`src/rtl/lsu_mem_ctrl_if.sv`:
```
// Interface for the load/store unit.
// Bundles the core request side and the data memory port.
// The master modport is the LSU; the slave modport is its environment.
`ifndef REG_LEN
`define REG_LEN 32
`endif

interface lsu_mem_ctrl_if;
  // core side
  logic                req_valid;
  logic                req_we;
  logic [2:0]          req_type;
  logic [`REG_LEN-1:0] req_addr;
  logic [`REG_LEN-1:0] req_wdata;
  logic                stall;
  logic                done;
  logic                bus_err;
  // memory side
  logic                mem_req;
  logic                mem_we;
  logic [`REG_LEN-1:0] mem_addr;
  logic [3:0]          mem_be;
  logic [`REG_LEN-1:0] mem_wdata;
  logic                mem_ack;
  logic [`REG_LEN-1:0] mem_rdata;
  // towards select_rd
  logic [`REG_LEN-1:0] rdata;
  logic [2:0]          sel_type;
  logic [1:0]          sel_addr_old;

  modport master (
    input  req_valid, req_we, req_type, req_addr, req_wdata,
    output stall, done, bus_err,
    output mem_req, mem_we, mem_addr, mem_be, mem_wdata,
    input  mem_ack, mem_rdata,
    output rdata, sel_type, sel_addr_old
  );

  modport slave (
    output req_valid, req_we, req_type, req_addr, req_wdata,
    input  stall, done, bus_err,
    input  mem_req, mem_we, mem_addr, mem_be, mem_wdata,
    output mem_ack, mem_rdata,
    input  rdata, sel_type, sel_addr_old
  );
endinterface

```
`src/rtl/lsu_mem_ctrl.sv`:
```
// Load/store sequencer between execute stage and data memory (IDLE -> REQ -> DONE).
// Optional macro LSU_MISALIGN_TRAP_EN traps misaligned H/HU/W requests with bus_err.
`ifndef REG_LEN
`define REG_LEN 32
`endif

module lsu_mem_ctrl #(
  parameter int ACK_TIMEOUT = 16,
  parameter int CNT_W       = 5
) (
  input  logic              clk,
  input  logic              rst,
  lsu_mem_ctrl_if.master    bus
);

  localparam int XLEN = `REG_LEN;

  localparam logic [2:0] T_B  = 3'b000;
  localparam logic [2:0] T_H  = 3'b001;
  localparam logic [2:0] T_BU = 3'b011;
  localparam logic [2:0] T_HU = 3'b100;

  localparam logic [CNT_W-1:0] TIMEOUT_LAST = CNT_W'(ACK_TIMEOUT - 1);

  typedef enum logic [1:0] {
    IDLE = 2'd0,
    REQ  = 2'd1,
    DONE = 2'd2
  } state_e;

  state_e            state_q, state_d;
  logic              we_q, we_d;
  logic [XLEN-1:0]   addr_q, addr_d;
  logic [XLEN-1:0]   wdata_q, wdata_d;
  logic [XLEN-1:0]   rdata_q, rdata_d;
  logic [2:0]        sel_type_q, sel_type_d;
  logic [1:0]        sel_addr_old_q, sel_addr_old_d;
  logic [CNT_W-1:0]  cnt_q, cnt_d;
  logic              err_q, err_d;
  logic              timeout;
  logic              misaligned;

  // Byte lanes touched by an access; reserved types behave as W.
  function automatic logic [3:0] byte_en(input logic [2:0] t, input logic [1:0] a);
    case (t)
      T_B, T_BU: byte_en = 4'b0001 << a;
      T_H, T_HU: byte_en = 4'b0011 << {a[1], 1'b0};
      default:   byte_en = 4'b1111;
    endcase
  endfunction

  function automatic logic [XLEN-1:0] lane_rep(input logic [2:0] t, input logic [XLEN-1:0] d);
    case (t)
      T_B, T_BU: lane_rep = {4{d[7:0]}};
      T_H, T_HU: lane_rep = {2{d[15:0]}};
      default:   lane_rep = d;
    endcase
  endfunction

`ifdef LSU_MISALIGN_TRAP_EN
  always_comb begin
    case (bus.req_type)
      T_B, T_BU: misaligned = 1'b0;
      T_H, T_HU: misaligned = bus.req_addr[0];
      default:   misaligned = |bus.req_addr[1:0];
    endcase
  end
`else
  assign misaligned = 1'b0;
`endif

  // Fires on the last allowed REQ cycle; an ack in that same cycle still wins.
  assign timeout = (ACK_TIMEOUT != 0) && (cnt_q == TIMEOUT_LAST);

  // NOTE: every signal written here gets a default first, so no path leaves
  // it unassigned and no latch is inferred; combinational code uses '='.
  always_comb begin
    state_d        = state_q;
    we_d           = we_q;
    addr_d         = addr_q;
    wdata_d        = wdata_q;
    rdata_d        = rdata_q;
    sel_type_d     = sel_type_q;
    sel_addr_old_d = sel_addr_old_q;
    cnt_d          = cnt_q;
    err_d          = err_q;

    bus.stall      = 1'b0;
    bus.done       = 1'b0;
    bus.bus_err    = 1'b0;
    bus.mem_req    = 1'b0;
    bus.mem_we     = 1'b0;
    bus.mem_addr   = '0;
    bus.mem_be     = 4'b0000;
    bus.mem_wdata  = '0;

    case (state_q)
      IDLE: begin
        bus.stall = bus.req_valid;
        if (bus.req_valid) begin
          we_d           = bus.req_we;
          addr_d         = bus.req_addr;
          wdata_d        = bus.req_wdata;
          sel_type_d     = bus.req_type;
          sel_addr_old_d = bus.req_addr[1:0];
          if (misaligned) begin
            err_d   = 1'b1;
            state_d = DONE;
          end else begin
            state_d = REQ;
          end
        end
      end

      REQ: begin
        bus.stall     = 1'b1;
        bus.mem_req   = 1'b1;
        bus.mem_we    = we_q;
        bus.mem_addr  = {addr_q[XLEN-1:2], 2'b00};
        bus.mem_be    = byte_en(sel_type_q, addr_q[1:0]);
        bus.mem_wdata = we_q ? lane_rep(sel_type_q, wdata_q) : '0;
        if (bus.mem_ack) begin
          if (!we_q) rdata_d = bus.mem_rdata;
          state_d = DONE;
        end else begin
          cnt_d = cnt_q + CNT_W'(1);
          if (timeout) begin
            err_d   = 1'b1;
            state_d = DONE;
          end
        end
      end

      DONE: begin
        bus.done    = 1'b1;
        bus.bus_err = err_q;
        cnt_d       = '0;
        err_d       = 1'b0;
        state_d     = IDLE;
      end

      default: state_d = IDLE;
    endcase
  end

  // NOTE: state registers use non-blocking '<=' so all flops update together
  // from the values computed in the previous cycle.
  always_ff @(posedge clk or posedge rst) begin
    if (rst) begin
      state_q        <= IDLE;
      we_q           <= 1'b0;
      addr_q         <= '0;
      wdata_q        <= '0;
      rdata_q        <= '0;
      sel_type_q     <= 3'b000;
      sel_addr_old_q <= 2'b00;
      cnt_q          <= '0;
      err_q          <= 1'b0;
    end else begin
      state_q        <= state_d;
      we_q           <= we_d;
      addr_q         <= addr_d;
      wdata_q        <= wdata_d;
      rdata_q        <= rdata_d;
      sel_type_q     <= sel_type_d;
      sel_addr_old_q <= sel_addr_old_d;
      cnt_q          <= cnt_d;
      err_q          <= err_d;
    end
  end

  assign bus.rdata        = rdata_q;
  assign bus.sel_type     = sel_type_q;
  assign bus.sel_addr_old = sel_addr_old_q;

endmodule

```
`src/flat_wrapper.sv`:
```
// flat-port wrapper written by rule: the top's interface ports become plain ports
module lsu_mem_ctrl_flat 
#(
  parameter int ACK_TIMEOUT = 16,
  parameter int CNT_W       = 5
)
  (clk, rst, bus_req_valid, bus_req_we, bus_req_type, bus_req_addr, bus_req_wdata, bus_stall, bus_done, bus_bus_err, bus_mem_req, bus_mem_we, bus_mem_addr, bus_mem_be, bus_mem_wdata, bus_mem_ack, bus_mem_rdata, bus_rdata, bus_sel_type, bus_sel_addr_old);
  lsu_mem_ctrl_if bus_i ();
  input  logic clk;
  input  logic rst;
  input wire logic [$bits(bus_i.req_valid)-1:0] bus_req_valid;
  input wire logic [$bits(bus_i.req_we)-1:0] bus_req_we;
  input wire logic [$bits(bus_i.req_type)-1:0] bus_req_type;
  input wire logic [$bits(bus_i.req_addr)-1:0] bus_req_addr;
  input wire logic [$bits(bus_i.req_wdata)-1:0] bus_req_wdata;
  output wire logic [$bits(bus_i.stall)-1:0] bus_stall;
  output wire logic [$bits(bus_i.done)-1:0] bus_done;
  output wire logic [$bits(bus_i.bus_err)-1:0] bus_bus_err;
  output wire logic [$bits(bus_i.mem_req)-1:0] bus_mem_req;
  output wire logic [$bits(bus_i.mem_we)-1:0] bus_mem_we;
  output wire logic [$bits(bus_i.mem_addr)-1:0] bus_mem_addr;
  output wire logic [$bits(bus_i.mem_be)-1:0] bus_mem_be;
  output wire logic [$bits(bus_i.mem_wdata)-1:0] bus_mem_wdata;
  input wire logic [$bits(bus_i.mem_ack)-1:0] bus_mem_ack;
  input wire logic [$bits(bus_i.mem_rdata)-1:0] bus_mem_rdata;
  output wire logic [$bits(bus_i.rdata)-1:0] bus_rdata;
  output wire logic [$bits(bus_i.sel_type)-1:0] bus_sel_type;
  output wire logic [$bits(bus_i.sel_addr_old)-1:0] bus_sel_addr_old;
  assign bus_i.req_valid = bus_req_valid;
  assign bus_i.req_we = bus_req_we;
  assign bus_i.req_type = bus_req_type;
  assign bus_i.req_addr = bus_req_addr;
  assign bus_i.req_wdata = bus_req_wdata;
  assign bus_stall = bus_i.stall;
  assign bus_done = bus_i.done;
  assign bus_bus_err = bus_i.bus_err;
  assign bus_mem_req = bus_i.mem_req;
  assign bus_mem_we = bus_i.mem_we;
  assign bus_mem_addr = bus_i.mem_addr;
  assign bus_mem_be = bus_i.mem_be;
  assign bus_mem_wdata = bus_i.mem_wdata;
  assign bus_i.mem_ack = bus_mem_ack;
  assign bus_i.mem_rdata = bus_mem_rdata;
  assign bus_rdata = bus_i.rdata;
  assign bus_sel_type = bus_i.sel_type;
  assign bus_sel_addr_old = bus_i.sel_addr_old;
  lsu_mem_ctrl #(.ACK_TIMEOUT(ACK_TIMEOUT), .CNT_W(CNT_W)) u_core (.clk(clk), .rst(rst), .bus(bus_i));
endmodule
```
`config.mk`:
```
export PLATFORM = sky130hd
export DESIGN_NAME = lsu_mem_ctrl_flat
export DESIGN_NICKNAME = d
export VERILOG_FILES = /design/src/rtl/lsu_mem_ctrl_if.sv /design/src/rtl/lsu_mem_ctrl.sv /design/src/flat_wrapper.sv
export SDC_FILE = /design/constraint.sdc
export NUM_CORES = 1
export LEC_CHECK = 0
export CAP_MARGIN = 20
export CORE_ASPECT_RATIO = 0.8
export CORE_UTILIZATION = 35
export DETAILED_ROUTE_END_ITERATION = 8
export PLACE_DENSITY = 0.68
export SYNTH_ARGS = -nofsm -noshare
export SYNTH_HDL_FRONTEND = slang
export SYNTH_SLANG_ARGS = --single-unit
```
`constraint.sdc`:
```
create_clock -name clk -period 6.9 [get_ports clk]
set_input_delay 1.38 -clock clk [delete_from_list [all_inputs] [get_ports clk]]
set_output_delay 1.38 -clock clk [all_outputs]
set_load 0.05 [all_outputs]
```
# [Word-level counts from Yosys, hierarchy flattened]
# Index checks and enable logic that the tools add are counted.
[classes] eq_ne=10 addsub=1 n_reduce_logical=10 shifts=2 mux=20 bitwise=1
[ops] operator="32-bit 2-to-1 mux" count=3
[ops] operator="32-bit one-hot mux with 2 select lines" count=1
[ops] operator="5-bit one-hot mux with 2 select lines" count=1
[ops] operator="4-bit one-hot mux with 2 select lines" count=1
[ops] operator="1-bit 2-to-1 mux" count=6
[ops] operator="2-bit 2-to-1 mux" count=3
[ops] operator="2-bit AND reduction" count=3
[ops] operator="3-bit AND reduction" count=2
[ops] operator="5-bit by 1-bit adder with 5-bit output, second input constant" count=1
[ops] operator="5-bit by 4-bit == test with 1-bit output, second input constant" count=1
[ops] operator="5-bit 2-to-1 mux" count=1
[ops] operator="4-bit 2-to-1 mux" count=1
[ops] operator="2-bit != test, second input constant" count=2
[ops] operator="1-bit one-hot mux with 2 select lines" count=2
[ops] operator="2-bit one-hot mux with 2 select lines" count=1
[ops] operator="2-bit OR reduction" count=2
[ops] operator="1-bit by 2-bit << shifter with 4-bit output, first input constant" count=1
[ops] operator="2-bit by 2-bit << shifter with 4-bit output, first input constant" count=1
[ops] operator="3-bit by 1-bit == test with 1-bit output, second input constant" count=1
[ops] operator="3-bit by 2-bit == test with 1-bit output, second input constant" count=1
[ops] operator="3-bit == test, second input constant" count=1
[ops] operator="3-bit logical NOT" count=1
[ops] operator="3-bit by 2-bit != test with 1-bit output, second input constant" count=1
[ops] operator="2-bit by 1-bit == test with 1-bit output, second input constant" count=1
[ops] operator="5 further kinds" count=5
[totals] inputBits=104 word_cells=53 output_inout_bits=110 ff_bits=110

# [Longest topological paths before layout]
# Gate-level depths: netlist (run 1).
[depth] word_depth=5 ltp_mapped=6 depth_no_buf=6

# [Worst setup path after synthesis (run 1)]
# No wires, ideal clock.
[synth_path] kind="flip-flop to output port" startpoint="register u_core.sel_type_q[0] (netlist: u_core.bus.sel_type[0])" endpoint="output bus_mem_wdata[12]" arrival_time_ps=2598 required_time_ps=5520 slack_ps=2922 path_buffers=2 stages_incl_launch_ff=6 path_cell_list="dfrtp_1 > clkbuf_2 > mux2i_4 > clkbuf_1 > nor2_1 > nor3_1"
[synth_between] elab_chain_len=5 elab_cells_between_ends=9 classes_between="eq/ne: 3; mux: 3; reduce/logical: 3"
[synth_rtl] item="start, declared" line="lsu_mem_ctrl.sv:36" rtl="logic [2:0] sel_type_q, sel_type_d;"
[synth_rtl] item="start signal, assigned" line="lsu_mem_ctrl.sv:165" rtl="sel_type_q <= sel_type_d;"
[synth_rtl] item="3-bit by 1-bit == test with 1-bit output (tied with other cells)" line="lsu_mem_ctrl.sv:53" rtl="case (t)"
[synth_rtl] item="2-bit OR reduction" line="lsu_mem_ctrl.sv:53"
[synth_rtl] item="32-bit one-hot mux with 2 select lines (*)" line="lsu_mem_ctrl.sv:53"
[synth_rtl] item="32-bit 2-to-1 mux (*)" line="lsu_mem_ctrl.sv:121" rtl="bus.mem_wdata = we_q ? lane_rep(sel_type_q, wdata_q) : '0;"
[synth_rtl] item="32-bit 2-to-1 mux (*)" line="lsu_mem_ctrl.sv:97" rtl="case (state_q)"
[synth_rtl] item="end, declared" line="flat_wrapper.sv:23" rtl="output wire logic [$bits(bus_i.mem_wdata)-1:0] bus_mem_wdata;"
# Every way passes the cells marked *; elsewhere a longest branch is shown, timed or not.

# [Worst setup path in the final report (run 1)]
[layout_path] startpoint="register u_core.state_q[0]" endpoint="output bus_mem_wdata[9]"
[layout_between] elab_chain_len=2
[layout_rtl] item="start, declared" line="lsu_mem_ctrl.sv:31" rtl="state_e state_q, state_d;"
[layout_rtl] item="start signal, assigned" line="lsu_mem_ctrl.sv:160" rtl="state_q <= state_d;"
[layout_rtl] item="2-bit by 1-bit == test with 1-bit output" line="lsu_mem_ctrl.sv:97"
[layout_rtl] item="32-bit 2-to-1 mux" line="lsu_mem_ctrl.sv:97"
# No other way between the ends.

==> results of run 1 <==
[cells by family after synthesis]
logic type      share of synthesized area
fa+ha+maj                         0.00469
simple gates                        0.136
flops                               0.507
compound gates                     0.0401
buf+inv                            0.0469
other cells                      0.000703
mux                                 0.264
[per-layer routing]
metal | share of wire | GRT usage
met1 | 0.43 | 0.229
met2 | 0.49 | 0.301
met3 | 0.065 | 0.0525
met4 | 0.017 | 0.0608
met5 | 0 | 0
[state kept, by name, indices dropped and copies added (netlist names)]
register,cells
u_core.we_q,1
u_core.err_q,1
u_core.addr_q,31
u_core.bus.sel_type,3
u_core.bus.sel_addr_old,1
u_core.cnt_q,5
u_core.wdata_q,32
u_core.bus.rdata,32
u_core.state_q,2
[power breakdown]
| group | internal, mW | total (mW) | switching, mW |
|---|---|---|---|
| Combinational | 0.902 | 2.22 | 1.32 |
| Sequential | 0.916 | 1.17 | 0.251 |
| Clock | 0.289 | 0.542 | 0.253 |
| Total | 2.11 | 3.93 | 1.82 |
[final cells by class]
type	instances	area, sq um	share of cell area
flip-flops and latches	108	2700	0.347
multi-input cells	279	2390	0.307
repair buffers	214	2130	0.274
well taps	184	230	0.0296
clock buffers	9	225	0.0289
clock inverters	7	81.3	0.0104
inverters	6	25.0	0.00321
[worst reg2reg max path: stages (launching register included)]
cell	delay [ns]
dfrtp_1	0.59
nor2b_4	0.76
and3b_2	1.00
mux2_2	0.45
[placed cells by master, fill, tap and decap left out, types with 2 or more instances in the layout]
cell type / count
buf_4: 3
dfrtp_1: 108
nor3_1: 17
nor2_1: 30
a211o_1: 8
mux2i_1: 16
o21ai_0: 5
nor4b_1: 9
nand2b_1: 3
clkdlybuf4s50_1: 211
and2_1: 31
ha_1: 2
conb_1: 2
o31ai_1: 2
nor3b_1: 2
mux2_4: 30
and3_1: 9
a21oi_1: 5
nor4_1: 9
o2bb2ai_1: 2
inv_6: 3
mux2_2: 69
nand2_1: 13
clkbuf_16: 9
a211oi_1: 4
inv_1: 5
[per-stage QoR]
| step | area [sq um] | instances |
|---|---|---|
| 2_1_floorplan | 5340 | 431 |
| 3_3_place_gp | 7480 | 791 |
| 3_5_place_dp | 7480 | 791 |
| 4_1_cts | 7790 | 807 |
| 5_1_grt | 7790 | 807 |
| 6_report | 7790 | 807 |
[how the worst min path moves through the flow]
stage,start,to,slack (ns),depth (start not counted)
finish,u_core.addr_q[16],u_core.addr_q[16],0.51,1
global route,u_core.wdata_q[23],u_core.wdata_q[23],0.52,1
CTS,u_core.addr_q[16],u_core.addr_q[16],0.51,1
detailed placement,u_core.addr_q[16],u_core.addr_q[16],0.49,1
global placement,u_core.addr_q[16],u_core.addr_q[16],0.48,1
floorplan,u_core.err_q,u_core.err_q,0.47,1
==> run_results.csv, run 1 <==
group,metric,value,unit
status,outcome,"finished clean",
clocking,clk_pin_slew,0.08,ns
clocking,numClockSinks,108,
min_path,min-delay-path-class,"reg -> reg",
die,num_rows,39,
routing,dr.pass1.iters,4,
cells_and_area,fin_util,0.534,
die,core_area,14600,sq um
global_routing,antenna_found_initial,0,
pwr,p_total,3.93,mW
place,gp_congestion,0.868,
global_routing,overflow,0,
synthesis,synth_area_leaders,"dfrtp_1 (51%), mux2_2 (15%), mux2_4 (8.4%)",
synthesis,postSynthAreaPerCell,12.4,sq um
setup_path,critPathRequiredTime,5.52,ns
setup_path,endpoint_kind,"primary output",
synthesis,synth_edf_count,0,
routing,drt_wl_total,14100,microns
synthesis,yosys_register_bits,108,
routing,viasPerCell,4.92,
timing,tightest_slew,1.04,ns
pwr,pwr_density_cell,505,nW/um^2
setup_path,crit_buf_inv,1,
place,io_buffers,211,
global_routing,grt_pass1_vias,4212,
clocking,post_cts_buffers,0,
routing,post_drt_wl_per_cell,17.5,microns
synthesis,synth_ff_type,"dfrtp_1",
setup_path,r2r_slack,3.99,ns
global_routing,track_usage,0.182,
timing,setup_viol,0,
synthesis,ys_top_cells_by_count,"dfrtp_1 (108), mux2_2 (69), and2_1 (31), mux2_4 (30), nor2_1 (30)",
setup_path,setup.worst_path.start,"u_core.state_q[0]",
setup_path,path_cells,"nor2b_4 > nand2_1 > nor3_1 > clkdlybuf4s50_1",
setup_path,cp_top_family,"simple AND/OR/NAND/NOR gates",
routing,routed-via-count,3973,
setup_path,crit_arrival,3.70,ns
place,hpwlAfterDp,10100,microns
cells_and_area,syn_to_final_growth,46.1,%
global_routing,grt_max_degree,70,
cells_and_area,fillers,1242,
routing,antenna_left,0,
clocking,clockBufferDepth,2,
global_routing,grt_pass1_wl,22100,microns
timing,min_period,5.08,ns
clocking,clock_latency,0.35,ns
synthesis,yosys.cell_types.count,40,
place,preCtsSetupSlack,2.22,ns
pwr,ir_drop,268,uV
die,start_util,0.365,
synthesis,synth_area,5330,sq um
setup_path,setup.worst_path.start_class,"flop",
timing,rsz0062_at_grt,"false",
clocking,htree_levels,3,
clocking,cts_buffers,9,
synthesis,synth_top_area_frac,0.507,
synthesis,seq_area_frac_synth,0.507,
setup_path,critPathMaxFanout,44,
timing,worst_slack,1.82,ns
synthesis,async_flop_share,1.00,
timing,slew_headroom,0.308,
setup_path,rr_endpoint,"u_core.bus.rdata[22]",
timing,max_freq,197,MHz
timing,slew_violations,0,
pwr,p_leak,3.25,nW
timing,hold_viol_final,0,
die,die_h,112,microns
clocking,cts_hold_buf,0,
cells_and_area,diodes,0,
clocking,cts_tree,"done",
setup_path,cp.depth,4,
job,drv_cap,0,
timing,hold_slack,0.505,ns
synthesis,synthMostInstantiatedCell,"dfrtp_1",
clocking,cts-resized-gates,0,
setup_path,critPathKind,"reg -> out",
timing,tns,0,ns
setup_path,timing.rr.start,"u_core.state_q[0]",
die,io_pins,214,
timing,fin_skew,0.0115,ns
clocking,cts_root_buf,"clkbuf_16",
setup_path,cpPeakStageDelay,0.88,ns
setup_path,slowest_stage,"clkdlybuf4s50_1",
timing,period_share,0.736,
setup_path,reg2regPathDepth,3,
cells_and_area,final_net_count,724,
synthesis,ys_warn_count,0,
synthesis,syn_inst,430,
routing,drt-initial-drc-count,192,
synthesis,yosysTopAreaCell,"dfrtp_1",
cells_and_area,drive_gt1_frac,0.197,
die,die_width,140,microns
die,die_area,15700,sq um
setup_path,endpoint,"bus_mem_wdata[9]",
routing,drcViolationCount,0,
Note: power is estimated with default switching activity, not from simulation.
==> run 2, diff against run 1 <==
clock period = 5.3 ns   (was 6.9 ns; I/O delays follow)
==> run_results.csv, run 2 (synthesized netlist as in run 1, its figures left out) <==
group,metric,value,unit
setup_path,setup.worst_path.start_class,"flop",
setup_path,endpoint,"bus_mem_wdata[28]",
timing,setup_viol,0,
timing,slew_headroom,0.309,
routing,post_drt_wl_per_cell,17.3,microns
timing,period_share,0.803,
timing,tightest_slew,1.04,ns
clocking,cts_root_buf,"clkbuf_16",
place,gp_congestion,0.847,
clocking,cts-resized-gates,0,
setup_path,r2r_slack,2.55,ns
timing,hold_slack,0.503,ns
global_routing,overflow,0,
timing,tns,0,ns
setup_path,reg2regPathDepth,4,
setup_path,crit_arrival,3.20,ns
global_routing,grt_pass1_wl,22400,microns
clocking,cts_hold_buf,0,
setup_path,critPathKind,"reg -> out",
min_path,min-delay-path-class,"reg -> reg",
routing,drcViolationCount,0,
clocking,post_cts_buffers,0,
clocking,clockBufferDepth,2,
clocking,clock_latency,0.35,ns
global_routing,grt_pass1_vias,4208,
die,start_util,0.365,
routing,drt-initial-drc-count,136,
place,hpwlAfterDp,10000,microns
die,die_h,112,microns
timing,hold_viol_final,0,
cells_and_area,syn_to_final_growth,46.8,%
routing,antenna_left,0,
place,io_buffers,211,
timing,max_freq,235,MHz
pwr,p_leak,3.27,nW
timing,worst_slack,1.04,ns
job,drv_cap,0,
place,postPlaceCellArea,7480,sq um
timing,slew_violations,0,
global_routing,grt_max_degree,71,
pwr,ir_drop,302,uV
clocking,cts_tree,"done",
place,preCtsSetupSlack,1.46,ns
cells_and_area,final_net_count,725,
die,io_pins,214,
setup_path,timing.rr.start,"u_core.state_q[0]",
die,die_area,15700,sq um
cells_and_area,diodes,0,
setup_path,endpoint_kind,"primary output",
cells_and_area,fin_util,0.536,
min_path,holdPathStages,1,
timing,min_period,4.26,ns
routing,drt_wl_total,14000,microns
setup_path,critPathMaxFanout,24,
global_routing,antenna_found_initial,0,
cells_and_area,fillers,1249,
cells_and_area,layout_common_cells,"clkdlybuf4s50_1 (211), dfrtp_1 (108), mux2_2 (69), and2_1 (31)",
clocking,clk_pin_slew,0.07,ns
global_routing,track_usage,0.185,
cells_and_area,post-route-cell-area,7830,sq um
routing,viasPerCell,4.92,
cells_and_area,drive_gt1_frac,0.199,
setup_path,rr_endpoint,"u_core.bus.rdata[21]",
routing,dr.pass1.iters,4,
cells_and_area,final_common_cell,"clkdlybuf4s50_1",
setup_path,critPathRequiredTime,4.24,ns
clocking,cts_buffers,9,
die,num_rows,39,
die,die_width,140,microns
timing,rsz0062_at_grt,"false",
routing,routed-via-count,3974,
die,core_area,14600,sq um
status,outcome,"finished clean",
clocking,numClockSinks,108,
timing,fin_skew,0.00746,ns
setup_path,setup.worst_path.start,"u_core.bus.sel_type[0]",
pwr,pwr_density_cell,657,nW/um^2
clocking,htree_levels,3,
==> run 2: cell types whose count changed in the layout (fill, tap and decap cells not counted), sizes merged <==
| cell | change |
|---|---|
| buf | +1 |
| clkbuf | +1 |
| inv | -1 |
==> run 2: worst max-delay path, cell delays in order (launching register included) <==
cell and delay, ns:
dfrtp_1 0.84, mux2i_4 0.84, nor2_1 0.11, nor3_1 0.20, clkdlybuf4s50_1 0.85
==> run 2: final cells by class <==
type / count / area, sq um / share of cell area
sequential: 108 / 2700 / 0.345
timing repair buffer: 215 / 2160 / 0.276
clock inverter: 6 / 78.8 / 0.0101
inverter: 6 / 25.0 / 0.00320
multi-input combinational: 279 / 2390 / 0.305
clock buffer: 10 / 239 / 0.0305
tap: 184 / 230 / 0.0294
==> run 2: how the worst min path moves through the flow <==
stage / startpoint / to
2_1_floorplan: u_core.err_q / u_core.err_q
3_3_place_gp: u_core.addr_q[27] / u_core.addr_q[27]
3_5_place_dp: u_core.addr_q[16] / u_core.addr_q[16]
4_1_cts: u_core.addr_q[25] / u_core.addr_q[25]
5_1_grt: u_core.addr_q[25] / u_core.addr_q[25]
6_report: u_core.addr_q[24] / u_core.addr_q[24]
==> run 2: stage by stage <==
step	cells	power [mW]
detailed placement	791	4.43
global placement	791	4.37
floorplan	431	3.54
finish	808	5.14
global route	808	5.40
CTS	807	5.17
==> run 2: routing by layer <==
metal	part of all wire	GRT usage	routed length [microns]
met1	0.45	0.241	6360
met2	0.47	0.293	6530
met3	0.063	0.0563	881
met4	0.016	0.0630	218
met5	0	0	0
==> run 2: where the power goes <==
group | switching (mW) | internal [mW]
combinational | 1.70 | 1.19
clock | 0.326 | 0.390
sequential | 0.347 | 1.19
==> run 3, diff against run 2 <==
PLACE_DENSITY = 0.71   (was 0.68)
clock period = 3.53 ns   (was 5.3 ns; I/O delays follow)
==> run_results.csv, run 3 (synthesized netlist as in run 1, its figures left out) <==
group,metric,value,unit
cells_and_area,final_net_count,732,
place,postPlaceCellArea,7800,sq um
pwr,swShare,0.459,
clocking,cts_tree,"done",
cells_and_area,drive_gt1_frac,0.254,
global_routing,grt_pass1_vias,4212,
pwr,pwr_density_cell,976,nW/um^2
setup_path,reg2regPathDepth,4,
clocking,htree_levels,3,
setup_path,critPathRequiredTime,2.82,ns
global_routing,grt_pass1_wl,23100,microns
cells_and_area,diodes,0,
clocking,clockBufferDepth,2,
routing,drt_wl_total,14500,microns
pwr,ir_drop,478,uV
timing,rsz0062_at_grt,"false",
cells_and_area,syn_to_final_growth,52.3,%
routing,routed-via-count,4051,
timing,slew_headroom,0.385,
die,core_area,14600,sq um
timing,setup_viol,0,
clocking,cts-resized-gates,0,
timing,hold_viol_final,0,
place,hpwlAfterDp,10400,microns
pwr,p_leak,3.42,nW
cells_and_area,final_common_cell,"clkdlybuf4s50_1",
clocking,cts_root_buf,"clkbuf_16",
pwr,pwr-share-comb,0.586,
setup_path,slowest_stage,"clkdlybuf4s50_1",
global_routing,antenna_found_initial,0,
setup_path,path_cells,"nor2b_4 > buf_4 > and3_1 > clkdlybuf4s50_1",
routing,drcViolationCount,0,
die,die_h,112,microns
global_routing,track_usage,0.191,
pwr,p_clk_frac,0.125,
routing,viasPerCell,4.97,
routing,dr.pass1.iters,4,
place,io_buffers,211,
routing,drt-initial-drc-count,168,
clocking,cts_hold_buf,0,
global_routing,overflow,0,
cells_and_area,layout_common_cells,"clkdlybuf4s50_1 (182), dfrtp_1 (108), mux2_2 (69), and2_1 (31)",
clocking,cts_buffers,9,
global_routing,grt_max_degree,72,
timing,tns,0,ns
routing,dr.max_layer_used,"met4",
routing,post_drt_wl_per_cell,17.7,microns
cells_and_area,post-route-cell-area,8120,sq um
setup_path,crit_arrival,2.60,ns
clocking,numClockSinks,108,
pwr,power.switching,3.64,mW
setup_path,cpPeakStageDelay,0.80,ns
clocking,clock_latency,0.35,ns
timing,max_freq,303,MHz
timing,min_period,3.30,ns
timing,slew_violations,0,
place,gp_congestion,0.819,
clocking,clk_pin_slew,0.08,ns
die,start_util,0.365,
die,die_area,15700,sq um
min_path,holdPathStages,1,
routing,wl_met1,6490,microns
setup_path,setup.worst_path.start_class,"flop",
timing,period_share,0.935,
clocking,post_cts_buffers,0,
timing,hold_slack,0.511,ns
pwr,seqPwrFrac,0.289,
timing,tightest_slew,0.921,ns
routing,antenna_left,0,
setup_path,endpoint_kind,"primary output",
routing,wl_met3,789,microns
die,num_rows,39,
min_path,min-delay-path-class,"reg -> reg",
pwr,p_int,4.28,mW
job,drv_cap,0,
die,io_pins,214,
status,outcome,"finished clean",
setup_path,critPathMaxFanout,17,
die,die_width,140,microns
setup_path,critPathKind,"reg -> out",
routing,wl_met2,6890,microns
timing,fin_skew,0.00693,ns
-- run 3: metal layers --
| metal | up-vias | global-route usage |
|---|---|---|
| li1 | 1899 | - |
| met1 | 1994 | 0.251 |
| met2 | 140 | 0.308 |
| met3 | 18 | 0.0474 |
| met4 | 0 | 0.0659 |
| met5 | - | 0 |
-- run 3: cell type report --
type,instances,area (sq um)
well taps,184,230
repair buffers,222,2480
inverters,6,26.3
flip-flops and latches,108,2700
clock buffers,9,225
fillers,1239,6470
clock inverters,7,65.1
multi-input cells,279,2390
-- run 3: critical path: cells and delay by family, from the launching register on --
kind                   cells  cell delay, ns
buffers and inverters      2            1.06
DFF                        1            0.59
and+or+nand+nor            2            0.58
-- run 3: worst paths after layout --
kind                       slack [ns]              endpoint                from
setup reg to reg                 1.51  u_core.bus.rdata[21]   u_core.state_q[0]
min in group asynchronous        0.84  u_core.bus.rdata[13]                 rst
hold reg to reg                  0.51    u_core.wdata_q[20]  u_core.wdata_q[20]
max in group asynchronous        1.91     u_core.addr_q[20]                 rst
setup / recovery                 0.23      bus_mem_wdata[4]   u_core.state_q[0]
hold / removal                   0.51    u_core.wdata_q[20]  u_core.wdata_q[20]
-- run 3: power by group through the flow --
stage	clock, mW	sequential (mW)	combinational [mW]
2_1_floorplan	0	2.80	2.51
3_3_place_gp	0	2.31	4.53
3_5_place_dp	0	2.33	4.60
4_1_cts	1.04	2.32	4.61
5_1_grt	1.08	2.37	4.86
6_report	0.993	2.29	4.64
-- run 3: through the flow --
stage          utilization  std cells  setup WS [ns]  power [mW]
6_report             0.556        815          0.228        7.92
5_1_grt              0.556        815         0.0522        8.31
4_1_cts              0.555        814          0.176        7.97
3_5_place_dp         0.535        798          0.577        6.93
3_3_place_gp         0.535        798          0.655        6.84
2_1_floorplan            -        431          0.226        5.31
